<file path="config.mk">
export PLATFORM = sky130hd
export DESIGN_NAME = reg_bank_arbiter
export DESIGN_NICKNAME = d
export VERILOG_FILES = /design/src/rtl/reg_bank_arbiter.sv
export SDC_FILE = /design/constraint.sdc
export NUM_CORES = 1
export LEC_CHECK = 0
export ABC_AREA = 1
export BUFFER_PORTS_ARGS = -buffer_cell sky130_fd_sc_hd__buf_2
export CAP_MARGIN = 40
export CELL_PAD_IN_SITES_DETAIL_PLACEMENT = 1
export CELL_PAD_IN_SITES_GLOBAL_PLACEMENT = 1
export CORE_MARGIN = 5
export CORE_UTILIZATION = 39
export CTS_CLUSTER_SIZE = 8
export DETAILED_ROUTE_END_ITERATION = 8
export GPL_ROUTABILITY_DRIVEN = 0
export PLACE_DENSITY_LB_ADDON = 0.15
export SYNTH_ARGS = -nofsm -noshare
export SYNTH_HDL_FRONTEND = slang
export SYNTH_SLANG_ARGS = --single-unit
</file>
<file path="constraint.sdc">
create_clock -name clk -period 4.75 [get_ports clk]
set_input_delay 0.475 -clock clk [delete_from_list [all_inputs] [get_ports clk]]
set_output_delay 0.475 -clock clk [all_outputs]
set_load 0.01 [all_outputs]
</file>
<file path="src/rtl/reg_bank_arbiter.sv">
// Two-requester round-robin write arbiter in front of a four-entry 32-bit register bank.
// Each grant runs IDLE -> WRITE -> ACK; rd_data is a plain combinational read of the bank.
module reg_bank_arbiter (
  input  logic        clk,
  input  logic        res,
  input  logic        req_a,
  input  logic        req_b,
  input  logic [1:0]  addr_a,
  input  logic [1:0]  addr_b,
  input  logic [31:0] data_a,
  input  logic [31:0] data_b,
  output logic        ack_a,
  output logic        ack_b,
  input  logic [1:0]  rd_addr,
  output logic [31:0] rd_data,
  output logic        busy,
  output logic        last_grant
);

  localparam logic [1:0] ST_IDLE  = 2'd0;
  localparam logic [1:0] ST_WRITE = 2'd1;
  localparam logic [1:0] ST_ACK   = 2'd2;

  logic [1:0]  r_state;
  logic [1:0]  w_next_state;
  logic        w_req_any;
  logic        w_grant_b;
  logic        r_win;
  logic [1:0]  r_addr;
  logic [31:0] r_data;
  logic        r_ack_a;
  logic        r_ack_b;
  logic        r_busy;
  logic        r_last_grant;
  logic [31:0] r_bank [4];

  assign w_req_any = req_a | req_b;

  // On a tie, serve whoever was not served last (r_last_grant = 1 means B went last).
  always_comb begin
    w_grant_b = 1'b0;
    if (req_a && req_b) begin
      w_grant_b = ~r_last_grant;
    end else begin
      w_grant_b = req_b;
    end
  end

  always_comb begin
    w_next_state = r_state;
    case (r_state)
      ST_IDLE: begin
        if (w_req_any) begin
          w_next_state = ST_WRITE;
        end else begin
          w_next_state = ST_IDLE;
        end
      end
      ST_WRITE: w_next_state = ST_ACK;
      ST_ACK:   w_next_state = ST_IDLE;
      default:  w_next_state = ST_IDLE;
    endcase
  end

  // Winner, address and data are captured at the grant edge so later input changes cannot leak in.
  always_ff @(posedge clk or posedge res) begin
    if (res) begin
      r_state      <= ST_IDLE;
      r_win        <= 1'b0;
      r_addr       <= 2'd0;
      r_data       <= 32'd0;
      r_ack_a      <= 1'b0;
      r_ack_b      <= 1'b0;
      r_busy       <= 1'b0;
      r_last_grant <= 1'b1;
    end else begin
      r_state <= w_next_state;
      r_busy  <= (w_next_state != ST_IDLE);
      r_ack_a <= (r_state == ST_WRITE) && !r_win;
      r_ack_b <= (r_state == ST_WRITE) && r_win;
      if ((r_state == ST_IDLE) && w_req_any) begin
        r_win        <= w_grant_b;
        r_addr       <= w_grant_b ? addr_b : addr_a;
        r_data       <= w_grant_b ? data_b : data_a;
        r_last_grant <= w_grant_b;
      end
    end
  end

  // The bank is only touched on the WRITE -> ACK edge; reset clears it and aborts any pending write.
  always_ff @(posedge clk or posedge res) begin
    if (res) begin
      for (int i = 0; i < 4; i++) begin
        r_bank[i] <= 32'd0;
      end
    end else if (r_state == ST_WRITE) begin
      r_bank[r_addr] <= r_data;
    end
  end

  assign ack_a      = r_ack_a;
  assign ack_b      = r_ack_b;
  assign busy       = r_busy;
  assign last_grant = r_last_grant;
  assign rd_data    = r_bank[rd_addr];

endmodule

</file>
**Word-level counts from Yosys, hierarchy flattened**

Index checks and enable logic that the tools add are counted.

- Flip-flop bits (word level): 169
- Input port bits: 74
- Output and inout bits: 36
- Word-level logic and storage cells: 39

- $lt $le $gt $ge: 3
- Equality and inequality tests: 1
- Muxes and demuxes: 11
- Bitwise logic cells: 4
- Reduce and logical (&&, ||, !) cells: 8

Operators with widths:

| kind | number |
|---|---|
| $bwmux 128 | 1 |
| $mux 32 | 4 |
| $bmux 32 s2 | 1 |
| $demux 32 s2 | 1 |
| $ge 3x3->1 const B | 2 |
| $not 2->3 | 2 |
| $logic_and 1x1->1 | 5 |
| $pmux 2 s2 | 1 |
| $lt 3x1->1 const B | 1 |
| $eq 2x1->1 const B | 1 |
| $logic_not 2->1 | 1 |
| $mux 1 | 2 |
| $mux 2 | 1 |
| $reduce_bool 2->1 | 1 |
| $logic_not 1->1 | 1 |
| $not 1->1 | 1 |
| $or 1x1->1 | 1 |

**Logic depth before layout (Yosys ltp)**

- Depth in word-level cells: 6
- Mapped depth: 7
- Gate-level depth less buffers: 6

**Worst setup path before layout**

OpenSTA, ideal clock, no wires.

- Path type: in2out
- From: in rd_addr[0]
- To: out rd_data[0]
- Arrival time: 1.162 ns
- Required time: 4.275 ns
- Path slack: 3.113 ns
- Cell stages on the path: 5
- Cell sequence: buf_2 > clkbuf_1 > a21oi_1 > o21ai_0 > nand2_1

- Word-level cells in the longest chain between the ends: 4

Ends and longest elaborated chain:

| what | line | text |
|---|---|---|
| from (decl) | 14 | `input logic [1:0] rd_addr,` |
| $not 2->3 (implied by the code) | 105 | `assign rd_data = r_bank[rd_addr];` |
| $bmux 32 s2 | 105 |  |
| $mux 32 (implied by the code) (2 in a row) | 105 |  |
| to (decl) | 15 | `output logic [31:0] rd_data,` |

Every way passes these cells. The select of a mux whose other input is x is not followed.

**Final worst setup path**

- From: in rd_addr[0]
- To: out rd_data[6]

The elaborated chain is that of the path after synthesis.

==> impl_metrics.py <==
metrics = {
    "timing": {
        "clock_skew_ns": 0.009908,
        "rsz0062_at_grt": "no",
        "period_needed_ns": 2.538,
        "slew_headroom_pct": 33.00,
        "worst_pin_slew_ns": 1.005,
        "drv_slew": 0,
        "post-route-period-util_pct": 53.43,
        "finalSetupViolations": 0,
        "max_clock_freq_mhz": 394.0,
        "finalSetupTns_ns": 0,
        "hold_viol": 0,
    },
    "worst_setup_path": {
        "reg2reg_from": "last_grant$_DFFE_PP1P_",
        "endpoint_kind": "primary output",
        "reg2reg_depth": 5,
        "worst_r2r_endpoint": "r_data[11]$_DFFE_PP0P_",
        "crit_fanout": 95,
        "start_kind": "primary input",
        "path_class": "in2out",
        "cp.required_ns": 4.28,
        "reg2reg_slack_ns": 2.64,
        "worstPathArrival_ns": 2.06,
    },
    "synth": {
        "synth_edf_count": 0,
        "synth_nets": 1084,
        "syn-instance-count": 1010,
        "synthTopCellsByCount": "nand2_1, inv_1, dfrtp_1, o21ai_1, o21ai_0",
        "yosys_register_bits": 169,
        "synth.distinct_cells": 28,
        "postSynth.asyncResetShare_pct": 100.0,
        "synth_flop_cell": "dfrtp_1",
        "syn_area_um2": 8275,
        "synth-seq-area-share_pct": 51.12,
        "yosysTopAreaCell": "dfrtp_1",
        "ys_warn_count": 0,
        "synth_top_area_share_pct": 50.80,
        "synth.most_common_cell": "nand2_1",
        "synth_area_leaders": "dfrtp_1, nand2_1, inv_1",
        "syn_area_per_cell_um2": 8.194,
    },
    "clock_tree": {
        "clkTransAtPathRegs_ns": 0.07,
        "cts_root_buf": "clkbuf_16",
        "clock_path_buffers": 2,
        "h-tree-depth": 4,
        "post_cts_resized": 0,
        "clock_latency_ns": 0.42,
        "post-cts-setup-buffers": 0,
        "cts-buffers-inserted": 17,
        "hold_buffers": 0,
        "cts.sinks": 169,
        "tritoncts": "done",
    },
    "floorplan": {
        "core_um2": 20960,
        "chipWidth_um": 155.7,
        "die_h_um": 155.7,
        "initial_core_util_pct": 39.49,
        "die_area_um2": 24230,
        "boundaryPins": 110,
        "num_rows": 53,
    },
    "final_layout": {
        "nets": 1156,
        "syn2layout_area_growth_pct": 13.26,
        "diodes": 0,
        "drive_gt1_share_pct": 17.81,
        "final_area_um2": 9373,
        "stdcell_count": 1370,
    },
    "power": {
        "leakage_nw": 5.011,
        "power_density_nw_per_um2": 603.0,
        "ir_worst_vdd_mv": 0.2548,
    },
    "global_routing": {
        "antenna_found_initial": 0,
        "grt.total_usage_pct": 18.02,
        "grt_pass1_wl_um": 35520,
        "grt_pass1_vias": 6973,
        "grt_max_degree": 170,
        "overflow": 0,
    },
    "run": {
        "maxCapViolations": 0,
    },
    "detailed_routing": {
        "wire_per_inst_um": 14.93,
        "drcViolationCount": 0,
        "antenna_left": 0,
        "drt-total-wl_um": 20460,
        "avgViaCountPerCell": 4.755,
        "vias": 6515,
        "drtIter0Drc": 370,
        "dr.pass1.iters": 4,
    },
    "place": {
        "hpwlAfterDp_um": 13180,
        "dp_cells": 1338,
        "postPlaceCellArea_um2": 8813,
        "portBuffers": 109,
    },
    "worst_hold_path": {
        "hp-class": "in2async",
    },
    "outcome": {
        "status": "completed",
    },
}
cell type report:
type                            instances  area (um2)
Clock buffer                           22       454.2
Clock inverter                         10       105.1
Fill cell                            2617       11580
Inverter                              173       655.6
Multi-Input combinational cell        606        2953
Sequential cell                       169        4230
Tap cell                              275       344.1
Timing Repair Buffer                  115       630.6
state kept, by name, summed over array words and instances, names as in the netlist:
name        cells
r_bank        128
r_data         32
r_addr          2
r_state         2
ack_a           1
ack_b           1
busy            1
last_grant      1
r_win           1
metrics by stage:
step / hold slack [ns] / setup slack [ns] / utilization (%) / total power [mW]
3_5_place_dp: 0.4168 / 2.210 / 42.06 / 4.363
4_1_cts: 0.3410 / 2.206 / 44.73 / 5.735
6_report: 0.2561 / 2.212 / 44.73 / 5.651
2_1_floorplan: 0.4027 / 2.121 / - / 3.878
3_3_place_gp: 0.4333 / 2.233 / 41.87 / 4.288
5_1_grt: 0.3749 / 2.018 / 44.73 / 6.156
worst max-delay path, stage by stage:
cell     delay (ns)
buf_4          0.67
buf_4          0.45
a21oi_1        0.11
o21ai_0        0.10
nand2_1        0.07
buf_2          0.14
per-layer routing:
layer,share of wire [%],up-vias,GRT usage (%)
li1,-,3318,-
met1,52,3083,27.18
met2,43,98,26.82
met3,3.7,16,3.135
met4,0.93,0,4.877
met5,0,-,0
worst max path at each step:
stage          startpoint              end  slack, ns  cells after the start
6_report       rd_addr[0]       rd_data[6]       2.21                      6
5_1_grt        rd_addr[0]       rd_data[8]       2.02                      6
3_5_place_dp   rd_addr[0]       rd_data[6]       2.21                      6
2_1_floorplan         res  ack_a$_DFF_PP0_       2.12                      1
4_1_cts        rd_addr[0]       rd_data[6]       2.21                      6
3_3_place_gp   rd_addr[0]       rd_data[8]       2.23                      6
cell families (layout without fill, tap and decap cells):
kind of cell    after synthesis  count (layout)  synth area share (%)
simple gates                381             381                 20.47
buf+inv                     235             320                 13.20
compound gates              225             225                 15.21
flops                       169             169                 51.12
power by group:
group | switching, mW | internal [mW]
Sequential | 0.405 | 2.07
Clock | 0.559 | 0.783
Combinational | 1.20 | 0.628
Total | 2.17 | 3.48
layout by cell type, fill, tap and decap left out, drive strengths merged:
cell / Yosys / final
nand2: 304 / 304
inv: 173 / 172
dfrtp: 168 / 168
o21ai: 161 / 161
buf: 48 / 115
nand3: 68 / 68
a21oi: 32 / 32
o211ai: 32 / 32
clkbuf: 14 / 22
nor2: 8 / 8
clkinv: 0 / 6
clkinvlp: 0 / 3
bufinv: 0 / 2
nand4: 1 / 1
dfstp: 1 / 1
No activity file was read; power rests on OpenSTA's default activity.
